==> src/rtl/acq_session_pkg.sv <==
// acq_session_pkg: session FSM state codes, register offsets and AXI response codes
package acq_session_pkg;

    typedef enum logic [3:0] {
        S_IDLE       = 4'd0,
        S_W_DLY      = 4'd1,
        S_W_PKT      = 4'd2,
        S_W_STIM     = 4'd3,
        S_PRE_WAIT   = 4'd4,
        S_W_ACQ      = 4'd5,
        S_RUN_WAIT   = 4'd6,
        S_W_RHS_STOP = 4'd7,
        S_W_RHD_STOP = 4'd8,
        S_DONE       = 4'd9
    } state_t;

    typedef enum logic [1:0] {
        RESP_OKAY   = 2'b00,
        RESP_EXOKAY = 2'b01,
        RESP_SLVERR = 2'b10,
        RESP_DECERR = 2'b11
    } resp_t;

    localparam logic [31:0] REG_CTRL   = 32'h0;
    localparam logic [31:0] REG_DELAY  = 32'h4;
    localparam logic [31:0] REG_PKTLEN = 32'h8;

    function automatic logic is_write_state(state_t s);
        return s inside {S_W_DLY, S_W_PKT, S_W_STIM, S_W_ACQ, S_W_RHS_STOP, S_W_RHD_STOP};
    endfunction

endpackage

==> src/rtl/axil_single_master.sv <==
// axil_single_master: one AXI4-Lite write per start pulse; read-back of the same address when SESSION_READBACK_EN is defined
module axil_single_master
    import acq_session_pkg::*;
(
    input  logic        aclk,
    input  logic        areset,
    input  logic        start,
    input  logic [31:0] addr,
    input  logic [31:0] data,
    output logic        done,
    output logic        err,
    output logic [31:0] m_awaddr,
    output logic        m_awvalid,
    input  logic        m_awready,
    output logic [31:0] m_wdata,
    output logic [3:0]  m_wstrb,
    output logic        m_wvalid,
    input  logic        m_wready,
    input  logic [1:0]  m_bresp,
    input  logic        m_bvalid,
    output logic        m_bready,
    output logic [31:0] m_araddr,
    output logic        m_arvalid,
    input  logic        m_arready,
    input  logic [31:0] m_rdata,
    input  logic [1:0]  m_rresp,
    input  logic        m_rvalid,
    output logic        m_rready
);

    logic [31:0] addr_q, addr_d, data_q, data_d;
    logic        awvalid_q, awvalid_d, wvalid_q, wvalid_d, bready_q, bready_d;
    logic        b_hs, b_ok;

    // Address and data channels rise together on start and fall independently on their own ready
    always_comb begin
        addr_d    = start ? addr : addr_q;
        data_d    = start ? data : data_q;
        awvalid_d = start || (awvalid_q && !m_awready);
        wvalid_d  = start || (wvalid_q && !m_wready);
        bready_d  = start || (bready_q && !m_bvalid);
        b_hs      = bready_q && m_bvalid;
        b_ok      = m_bresp == RESP_OKAY;
    end

    // Write channel registers
    always_ff @(posedge aclk or posedge areset) begin
        if (areset) begin
            addr_q    <= '0;
            data_q    <= '0;
            awvalid_q <= 1'b0;
            wvalid_q  <= 1'b0;
            bready_q  <= 1'b0;
        end else begin
            addr_q    <= addr_d;
            data_q    <= data_d;
            awvalid_q <= awvalid_d;
            wvalid_q  <= wvalid_d;
            bready_q  <= bready_d;
        end
    end

    assign m_awaddr  = addr_q;
    assign m_awvalid = awvalid_q;
    assign m_wdata   = data_q;
    assign m_wstrb   = 4'hF;
    assign m_wvalid  = wvalid_q;
    assign m_bready  = bready_q;
    assign m_araddr  = addr_q;

`ifdef SESSION_READBACK_EN
    logic arvalid_q, arvalid_d, rready_q, rready_d, r_hs;

    // A clean write response launches the read-back; a mismatch or bad rresp flags the transaction
    always_comb begin
        arvalid_d = (b_hs && b_ok) || (arvalid_q && !m_arready);
        rready_d  = (b_hs && b_ok) || (rready_q && !m_rvalid);
        r_hs      = rready_q && m_rvalid;
        done      = (b_hs && !b_ok) || r_hs;
        err       = (b_hs && !b_ok) || (r_hs && (m_rresp != RESP_OKAY || m_rdata != data_q));
    end

    // Read channel registers
    always_ff @(posedge aclk or posedge areset) begin
        if (areset) begin
            arvalid_q <= 1'b0;
            rready_q  <= 1'b0;
        end else begin
            arvalid_q <= arvalid_d;
            rready_q  <= rready_d;
        end
    end

    assign m_arvalid = arvalid_q;
    assign m_rready  = rready_q;
`else
    logic unused_rd;
    assign unused_rd = ^{m_arready, m_rdata, m_rresp, m_rvalid};

    // Write-only: the B handshake ends the transaction
    always_comb begin
        done = b_hs;
        err  = b_hs && !b_ok;
    end

    assign m_arvalid = 1'b0;
    assign m_rready  = 1'b0;
`endif

endmodule

==> src/rtl/acq_session_ctrl.sv <==
// acq_session_ctrl: sequences RHD/RHS register writes for one acquisition session (read-back via SESSION_READBACK_EN)
module acq_session_ctrl
    import acq_session_pkg::*;
#(
    parameter logic [31:0] RHD_BASE = 32'h0000_0000,
    parameter logic [31:0] RHS_BASE = 32'h0001_0000,
    parameter int          CNT_W    = 32
) (
    input  logic             aclk,
    input  logic             areset,
    input  logic             start,
    input  logic             abort,
    input  logic [31:0]      cfg_rhd_delay,
    input  logic [31:0]      cfg_rhd_pkt_len,
    input  logic [31:0]      cfg_rhd_run,
    input  logic [31:0]      cfg_rhs_run,
    input  logic [CNT_W-1:0] cfg_pre_cycles,
    input  logic [CNT_W-1:0] cfg_run_cycles,
    output logic [31:0]      m_awaddr,
    output logic             m_awvalid,
    input  logic             m_awready,
    output logic [31:0]      m_wdata,
    output logic [3:0]       m_wstrb,
    output logic             m_wvalid,
    input  logic             m_wready,
    input  logic [1:0]       m_bresp,
    input  logic             m_bvalid,
    output logic             m_bready,
    output logic [31:0]      m_araddr,
    output logic             m_arvalid,
    input  logic             m_arready,
    input  logic [31:0]      m_rdata,
    input  logic [1:0]       m_rresp,
    input  logic             m_rvalid,
    output logic             m_rready,
    output logic             busy,
    output logic             done,
    output logic             err,
    output logic [3:0]       state
);

    state_t           state_q, state_d;
    logic             go_q, go_d, err_q, err_d, start_ok;
    logic [CNT_W-1:0] cnt_q, cnt_d, lim, pre_q, pre_d, run_q, run_d;
    logic [31:0]      dly_q, dly_d, pkt_q, pkt_d, rhd_run_q, rhd_run_d, rhs_run_q, rhs_run_d;
    logic [31:0]      wr_addr, wr_data;
    logic             eng_done, eng_err, wait_last;

    axil_single_master u_axil (
        .aclk      (aclk),
        .areset    (areset),
        .start     (go_q),
        .addr      (wr_addr),
        .data      (wr_data),
        .done      (eng_done),
        .err       (eng_err),
        .m_awaddr  (m_awaddr),
        .m_awvalid (m_awvalid),
        .m_awready (m_awready),
        .m_wdata   (m_wdata),
        .m_wstrb   (m_wstrb),
        .m_wvalid  (m_wvalid),
        .m_wready  (m_wready),
        .m_bresp   (m_bresp),
        .m_bvalid  (m_bvalid),
        .m_bready  (m_bready),
        .m_araddr  (m_araddr),
        .m_arvalid (m_arvalid),
        .m_arready (m_arready),
        .m_rdata   (m_rdata),
        .m_rresp   (m_rresp),
        .m_rvalid  (m_rvalid),
        .m_rready  (m_rready)
    );

    // State register plus session holding registers, wait counter and sticky error
    always_ff @(posedge aclk or posedge areset) begin
        if (areset) begin
            state_q   <= S_IDLE;
            go_q      <= 1'b0;
            err_q     <= 1'b0;
            cnt_q     <= '0;
            pre_q     <= '0;
            run_q     <= '0;
            dly_q     <= '0;
            pkt_q     <= '0;
            rhd_run_q <= '0;
            rhs_run_q <= '0;
        end else begin
            state_q   <= state_d;
            go_q      <= go_d;
            err_q     <= err_d;
            cnt_q     <= cnt_d;
            pre_q     <= pre_d;
            run_q     <= run_d;
            dly_q     <= dly_d;
            pkt_q     <= pkt_d;
            rhd_run_q <= rhd_run_d;
            rhs_run_q <= rhs_run_d;
        end
    end

    // Next state: writes advance only after their transaction ends, so abort waits for in-flight writes
    always_comb begin
        lim       = (state_q == S_PRE_WAIT) ? pre_q : run_q;
        wait_last = (lim == '0) || (cnt_q == lim - 1'b1);
        start_ok  = (state_q == S_IDLE) && start && !abort;
        state_d   = state_q;
        case (state_q)
            S_IDLE:       state_d = start_ok ? S_W_DLY : S_IDLE;
            S_W_DLY,
            S_W_PKT:      if (eng_done) state_d = eng_err ? S_W_RHS_STOP : abort ? S_DONE :
                                                  (state_q == S_W_DLY) ? S_W_PKT : S_W_STIM;
            S_W_STIM:     if (eng_done) state_d = (eng_err || abort) ? S_W_RHS_STOP : S_PRE_WAIT;
            S_PRE_WAIT:   state_d = abort ? S_W_RHS_STOP : wait_last ? S_W_ACQ : S_PRE_WAIT;
            S_W_ACQ:      if (eng_done) state_d = (eng_err || abort) ? S_W_RHS_STOP : S_RUN_WAIT;
            S_RUN_WAIT:   state_d = (abort || wait_last) ? S_W_RHS_STOP : S_RUN_WAIT;
            S_W_RHS_STOP: if (eng_done) state_d = eng_err ? S_DONE : S_W_RHD_STOP;
            S_W_RHD_STOP: if (eng_done) state_d = S_DONE;
            S_DONE:       state_d = S_IDLE;
            default:      state_d = S_IDLE;
        endcase
        go_d      = is_write_state(state_d) && (state_d != state_q);
        cnt_d     = ((state_q == S_PRE_WAIT || state_q == S_RUN_WAIT) && state_d == state_q) ? cnt_q + 1'b1 : '0;
        err_d     = start_ok ? 1'b0 : (err_q || (eng_done && eng_err));
        pre_d     = start_ok ? cfg_pre_cycles  : pre_q;
        run_d     = start_ok ? cfg_run_cycles  : run_q;
        dly_d     = start_ok ? cfg_rhd_delay   : dly_q;
        pkt_d     = start_ok ? cfg_rhd_pkt_len : pkt_q;
        rhd_run_d = start_ok ? cfg_rhd_run     : rhd_run_q;
        rhs_run_d = start_ok ? cfg_rhs_run     : rhs_run_q;
    end

    // Outputs: register target per write state and session status
    always_comb begin
        wr_addr = RHD_BASE + REG_CTRL;
        wr_data = '0;
        case (state_q)
            S_W_DLY:      begin wr_addr = RHD_BASE + REG_DELAY;  wr_data = dly_q;     end
            S_W_PKT:      begin wr_addr = RHD_BASE + REG_PKTLEN; wr_data = pkt_q;     end
            S_W_STIM:     begin wr_addr = RHS_BASE + REG_CTRL;   wr_data = rhs_run_q; end
            S_W_ACQ:      begin wr_addr = RHD_BASE + REG_CTRL;   wr_data = rhd_run_q; end
            S_W_RHS_STOP: wr_addr = RHS_BASE + REG_CTRL;
            default:      wr_addr = RHD_BASE + REG_CTRL;
        endcase
        busy  = (state_q != S_IDLE) && (state_q != S_DONE);
        done  = state_q == S_DONE;
        err   = err_q;
        state = state_q;
    end

endmodule

==> config.mk <==
export PLATFORM = sky130hd
export DESIGN_NAME = acq_session_ctrl
export DESIGN_NICKNAME = d
export VERILOG_FILES = /design/src/rtl/acq_session_pkg.sv /design/src/rtl/axil_single_master.sv /design/src/rtl/acq_session_ctrl.sv
export SDC_FILE = /design/constraint.sdc
export NUM_CORES = 1
export LEC_CHECK = 0
export CAP_MARGIN = 20
export CORE_UTILIZATION = 55
export DETAILED_ROUTE_END_ITERATION = 16
export MAX_ROUTING_LAYER = met4
export PLACE_DENSITY = 0.87
export SETUP_SLACK_MARGIN = 0.05
export SKIP_LAST_GASP = 1
export SLEW_MARGIN = 10
export SYNTH_ARGS = -nofsm -noshare
export SYNTH_HDL_FRONTEND = slang
export SYNTH_HIERARCHICAL = 1
export SYNTH_SLANG_ARGS = --single-unit
==> constraint.sdc <==
create_clock -name aclk -period 20.8 [get_ports aclk]
set_clock_uncertainty 0.15 [all_clocks]
set_input_delay 6.24 -clock aclk [delete_from_list [all_inputs] [get_ports aclk]]
set_output_delay 6.24 -clock aclk [all_outputs]
set_load 0.005 [all_outputs]
## Yosys cells after proc, flatten, opt, wreduce, memory -nomap -nowiden

Cells that the tools add are included.

- Word-level logic and storage cells: 88
- Input port bits: 237
- Register bits: 297
- Output and inout port bits: 112

- Reduce and logical (&&, ||, !) cells: 31
- $add $sub $neg: 2
- Equality and inequality tests: 19
- Mux-type cells: 21

Operators by type and width:

| cell | number |
|---|---|
| 32-bit one-hot mux with 4 select lines | 1 |
| 32-bit two-way mux | 2 |
| 17-bit one-hot mux with 3 select lines | 1 |
| 32-bit by 1-bit adder with 32-bit output, second input constant | 1 |
| 32-bit == test | 1 |
| 32-bit logical NOT | 1 |
| 4-bit one-hot mux with 8 select lines | 1 |
| 32-bit by 1-bit subtractor with 32-bit output, second input constant | 1 |
| 4-bit two-way mux | 7 |
| 4-bit by 3-bit == test with 1-bit output, second input constant | 6 |
| 4-bit by 2-bit == test with 1-bit output, second input constant | 4 |
| 4-bit == test, second input constant | 3 |
| 1-bit logical AND | 11 |
| 4-bit by 1-bit == test with 1-bit output, second input constant | 2 |
| 1-bit logical OR | 8 |
| 1-bit two-way mux | 7 |
| 6-bit nonzero test | 1 |
| 1-bit logical NOT | 5 |
| 4-bit == test | 1 |
| 4-bit logical NOT | 1 |
| 2-bit two-way mux | 2 |
| 4-bit != test | 1 |
| 4-bit != test, second input constant | 1 |
| 4-bit nonzero test | 1 |
| 2 further kinds | 3 |

## Depth between registers and ports, before layout

- Word-level depth: 11
- Mapped depth: 18
- Mapped depth without buffers: 12

## By module

The synthesis kept the hierarchy.

Modules (own cells, without submodules):

| module | sequential area each (um^2) | area each (um^2) | cells an instance | instances |
|---|---|---|---|---|
| acq_session_ctrl | 5,755.5 | 12,283.0 | 1,431 | 1 |
| axil_single_master | 1,676.6 | 2,876.5 | 187 | 1 |

## Worst setup path after synthesis

No wires, ideal clock.

- Kind: in2reg
- Start point: input port m_bvalid
- End point: register cnt_q[10]
- Library setup time: 123 ps
- Data required time: 20,527 ps
- Arrival: 8,293 ps
- Setup slack: 12,234 ps
- Path buffers: 3
- Stages on the path: 14
- Path through: and2_1 > o21a_1 > buf_4 > nor2b_1 > o21ai_1 > a21oi_1 > o21a_1 > a2111oi_0 > nand4bb_1 > nor4b_4 > or4_4 > buf_6 > buf_12 > nor2_4

- Word-level cells in the longest chain between the ends: 9
- Elaborated cells on any way between the ends: 16
- Those cells by class: eq/ne: 1; mux: 11; reduce/logical: 4

RTL lines:

| item | RTL line | source |
|---|---|---|
| start, declared | acq_session_ctrl.sv:27 | `input logic m_bvalid,` |
| 1-bit logical AND (*) | axil_single_master.sv:42 | `b_hs = bready_q && m_bvalid;` |
| 1-bit logical AND (*) | axil_single_master.sv:103 | `err = b_hs && !b_ok;` |
| via eng_err | acq_session_ctrl.sv:47 | `logic eng_done, eng_err, wait_last;` |
| 1-bit logical OR | acq_session_ctrl.sv:114, acq_session_ctrl.sv:116 |  |
| 1-bit two-way mux or 2-bit two-way mux (tied branches) | acq_session_ctrl.sv:116, acq_session_ctrl.sv:114 |  |
| 4-bit two-way mux (on tied branches) | acq_session_ctrl.sv:116, acq_session_ctrl.sv:114 |  |
| 4-bit one-hot mux with 8 select lines (*) | acq_session_ctrl.sv:109 | `case (state_q)` |
| 4-bit == test (*) | acq_session_ctrl.sv:124 | `cnt_d = ((state_q == S_PRE_WAIT \|\| state_q == S_RUN_WAIT) && state_d == state_q) ? cnt_q + 1'b1 : '0;` |
| 1-bit logical AND (*) | acq_session_ctrl.sv:124 |  |
| 32-bit two-way mux (*) | acq_session_ctrl.sv:124 |  |
| via cnt_d[10] | acq_session_ctrl.sv:44 | `logic [CNT_W-1:0] cnt_q, cnt_d, lim, pre_q, pre_d, run_q, run_d;` |
| end signal, assigned | acq_session_ctrl.sv:93 | `cnt_q <= cnt_d;` |
| end, declared | acq_session_ctrl.sv:44 |  |

The timed path passes the listed nets; every way through them passes the cells marked *.
A chain may end at the register's enable or synchronous reset.

## Worst setup path after layout

- Start point: input port m_bvalid
- End point: register cnt_q[2]

- Word-level cells in the longest chain between the ends: 9
- Elaborated cells on any way between the ends: 16
- Those cells by class: eq/ne: 1; mux: 11; reduce/logical: 4

RTL lines:

| item | RTL line |
|---|---|
| 1-bit logical AND (*) | axil_single_master.sv:42 |
| via eng_done | acq_session_ctrl.sv:47 |
| 1-bit logical AND (*) | axil_single_master.sv:103 |
| via eng_err | acq_session_ctrl.sv:47 |
| 1-bit logical OR | acq_session_ctrl.sv:114, acq_session_ctrl.sv:116 |
| 1-bit two-way mux or 2-bit two-way mux (tied branches) | acq_session_ctrl.sv:116, acq_session_ctrl.sv:114 |
| 4-bit two-way mux (on tied branches) | acq_session_ctrl.sv:116, acq_session_ctrl.sv:114 |
| 4-bit one-hot mux with 8 select lines (*) | acq_session_ctrl.sv:109 |
| 4-bit == test (*) | acq_session_ctrl.sv:124 |
| 1-bit logical AND (*) | acq_session_ctrl.sv:124 |
| 32-bit two-way mux (*) | acq_session_ctrl.sv:124 |
| via cnt_d[2] | acq_session_ctrl.sv:44 |

Marked as above.

==> impl_metrics.py <==
metrics = {
    "critical_path": {
        "crit_end": "cnt_q[2]",
        "critPathMaxFanout": 32,
        "slowest_delay_ns": 0.79,
        "critPathArrivalTime_ns": 10.09,
        "worstSetupStartpoint": "m_bvalid",
        "cp-start-kind": "input pin",
        "crit_required_ns": 21.05,
        "rr_worst_depth": 13,
        "cp_num_buf_inv": 1,
        "slowest_stage": "or4_4",
        "crit_type": "input pin to flip-flop",
        "r2r_end": "cnt_q[2]",
        "crit_chain": "clkdlybuf4s50_1 > and2_1 > o21a_1 > nor2b_1 > o21ai_1 > a21oi_1 > o21a_1 > a2111oi_0 > nand4bb_1 > nor4b_4 > or4_4 > nor2_1",
        "cpMostUsedCell": "o21a_1",
        "r2r_setup_slack_ns": 14.66,
        "path_depth": 12,
        "crit_path_end_kind": "flip-flop",
        "crit_family": "simple AND/OR/NAND/NOR gates",
        "timing.rr.start": "state[2]",
    },
    "power_and_ir_drop": {
        "swShare": 0.3721,
        "switchingPower_mw": 0.9938,
        "max-vdd-ir-drop_mv": 0.07643,
        "power_frac_seq": 0.397,
        "p_int_mw": 1.677,
        "combPwrFrac": 0.389,
        "p_per_area_nw_per_um2": 138.9,
        "leakage_nw": 8.799,
        "p_clk_frac": 0.214,
    },
    "timing": {
        "setup_violations": 0,
        "rsz0062_at_grt": "false",
        "fmax_mhz": 101.6,
        "tightest_slew_ns": 1.085,
        "setup_ws_ns": 10.96,
        "maxSlewHeadroom": 0.2764,
        "period_share": 0.4732,
        "drv_slew": 0,
        "hold_violations": 0,
        "setup_tns_ns": 0,
        "min_period_ns": 9.843,
    },
    "route": {
        "wl_per_cell_um": 18.33,
        "first_iter_violations": 974,
        "antenna_left": 0,
        "drc": 0,
        "first_pass_iters": 5,
        "vias": 12580,
        "via_per_inst": 5.619,
        "routed_wl_mm": 41.05,
    },
    "worst_hold_path": {
        "hp-class": "flip-flop to flip-flop",
        "hp-start": "u_axil/m_awvalid",
        "holdPathStages": 1,
    },
    "clock_network": {
        "numClockSinks": 297,
        "clock_path_buffers": 3,
        "cts_made_buffers": 30,
        "hold_buffers": 0,
        "clock_latency_ns": 0.57,
        "cts_tree": "yes",
        "cts-root-buf": "clkbuf_16",
        "postCtsResizedCells": 0,
        "post_cts_buffers": 0,
        "clkTransAtPathRegs_ns": 0.06,
        "cts_max_level": 1,
    },
    "synth": {
        "synth-edff-count": 0,
        "syn_avg_cell_area_um2": 9.369,
        "synth_area_um2": 15160,
        "synthArstFlopShare": 1.000,
        "syn_inst": 1618,
        "synth-main-ff-cell": "dfrtp_1",
        "ys_top_cells_by_area": "dfrtp_1, nand2_1, mux2_2",
        "yosysSeqAreaShare": 0.4903,
        "synth_seq_cells": 297,
        "synth_top_area_frac": 0.4903,
        "ys_warn_count": 6,
        "ys_types": 78,
        "yosysTopAreaCell": "dfrtp_1",
    },
    "flow_run": {
        "drv_cap": 0,
    },
    "placement": {
        "gp_congestion": 0.8830,
        "post-dp-hpwl_mm": 27.88,
        "preCtsSetupSlack_ns": 10.41,
        "dp_cells": 2176,
        "io_buffer_count": 306,
    },
    "floorplanning": {
        "io_pins": 349,
        "die_h_um": 168.0,
        "rows": 60,
        "coreArea_um2": 27030,
        "die_area_um2": 28230,
        "die_w_um": 168.0,
        "floorplan.initialDensity": 0.5609,
    },
    "global_route": {
        "grt_usage": 0.3010,
        "grt_pass1_wl_mm": 65.87,
        "antenna_found_initial": 7,
        "grt_max_degree": 155,
        "grt-ovfl-total": 0,
        "grt_pass1_vias": 12380,
    },
    "final_layout": {
        "area_delta_synth_final_pct": 26.87,
        "drive_above_1_share": 0.09048,
        "final_net_count": 2107,
        "stdcell_count": 2239,
        "nFillCells": 1930,
    },
    "status": {
        "outcome": "complete, no violations",
    },
}
-- routing by layer --
layer | up-vias | GRT usage | routed length [um]
met4 | 0 | 0.1460 | 1991
li1 | 5872 | - | -
met1 | 6087 | 0.3898 | 17090
met5 | - | - | 0
met2 | 500 | 0.4701 | 19550
met3 | 122 | 0.04043 | 2410
-- cells by family (layout without fill, tap and decap cells) --
| family | Yosys count | count (layout) | synth area share |
|---|---|---|---|
| adder cells (fa/ha/maj) | 2 | 2 | 0.001650 |
| other | 3 | 43 | 0.0007428 |
| XOR/XNOR | 80 | 80 | 0.04622 |
| AO/OA/AOI/OAI | 165 | 165 | 0.08592 |
| flip-flops | 297 | 297 | 0.4903 |
| multiplexers | 96 | 96 | 0.07387 |
| AND/OR/NAND/NOR | 825 | 825 | 0.2459 |
| buffers and inverters | 150 | 390 | 0.05546 |
-- cells in the final DEF (no fill, tap or decap), types with 21 or more instances in the layout --
master / Yosys / final
nor3_1: 26 / 23
mux2_2: 40 / 40
xnor2_1: 51 / 51
clkbuf_16: 0 / 30
nor4_1: 21 / 21
nor2_4: 27 / 27
dfrtp_1: 297 / 296
a22o_1: 33 / 33
nor2_1: 35 / 35
nand2_1: 603 / 603
o21ai_0: 21 / 21
nand3_1: 31 / 30
clkdlybuf4s50_1: 0 / 306
conb_1: 3 / 35
xor2_1: 29 / 29
mux2i_1: 29 / 29
a21oi_1: 21 / 21
a221o_1: 32 / 32
-- worst min-delay path by stage --
stage / end / slack [ns]
2_1_floorplan: rhd_run_q[0] / 0.30
3_3_place_gp: u_axil/m_wvalid / 0.31
3_5_place_dp: rhd_run_q[6] / 0.31
4_1_cts: rhd_run_q[6] / 0.33
5_1_grt: rhd_run_q[5] / 0.34
6_report: u_axil/m_awvalid / 0.32
-- worst reg2reg max path, delay by kind of cell (launching register included) --
kind,cells,cell delay (ns)
AO/OA/AOI/OAI,4,1.24
multiplexers,1,0.47
adder cells (fa/ha/maj),1,0.25
buffers and inverters,1,0.60
flip-flops,1,0.75
AND/OR/NAND/NOR,6,2.51
-- power by group through the flow --
stage          logic, mW  registers, mW  clock network, mW
6_report            1.04           1.06              0.572
5_1_grt             1.14           1.09              0.605
4_1_cts             1.04           1.05              0.582
3_5_place_dp        1.03           1.06                  0
3_3_place_gp       0.995           1.04                  0
2_1_floorplan      0.775          0.952                  0
-- synthesized netlist by cell type (all sizes together) (6+ instances only) --
library cell and number:
nand2 603, nor4 22, inv 17, xor2 29
clkbuf 66, nor2 65, nand3 31, dfrtp 297
mux2i 29, xnor2 51, and3 9, a21oi 21
a22o 33, or3 6, buf 67, mux2 67
or4 6, o21ai 23, nand2b 10, a221o 32
nor3 26, o31ai 9, nor3b 8, nand4 11
-- state kept, by name (all words and copies together), names as in the netlist --
signal and count:
pre_q 32, dly_q 32, u_axil/m_wvalid 1, err 1, go_q 1, rhd_run_q 32, rhs_run_q 32, u_axil/m_awvalid 1
state 4, run_q 32, cnt_q 32, u_axil/m_bready 1, u_axil/m_wdata 32, u_axil/m_araddr 32, pkt_q 32
-- cell type report --
type,instances,area [um^2],share of cell area
inverter,17,71.32,0.003708
tap,341,426.7,0.02218
timing repair buffer,319,3181,0.1654
sequential,297,7436,0.3866
multi-input combinational,1203,7044,0.3663
antenna,8,20.02,0.001041
clock inverter,15,240.2,0.01249
clock buffer,39,814.5,0.04235
-- per-stage QoR --
step             util  hold WS [ns]  power [mW]  area, um^2
6_report       0.7117        0.3243       2.671       19230
3_3_place_gp   0.6709        0.3070       2.038       18130
4_1_cts        0.7099        0.3285       2.676       19190
3_5_place_dp   0.6709        0.3125       2.087       18130
2_1_floorplan       -        0.2961       1.727       15280
5_1_grt        0.7116        0.3355       2.835       19230
Note: power is estimated with default switching activity, not from simulation.
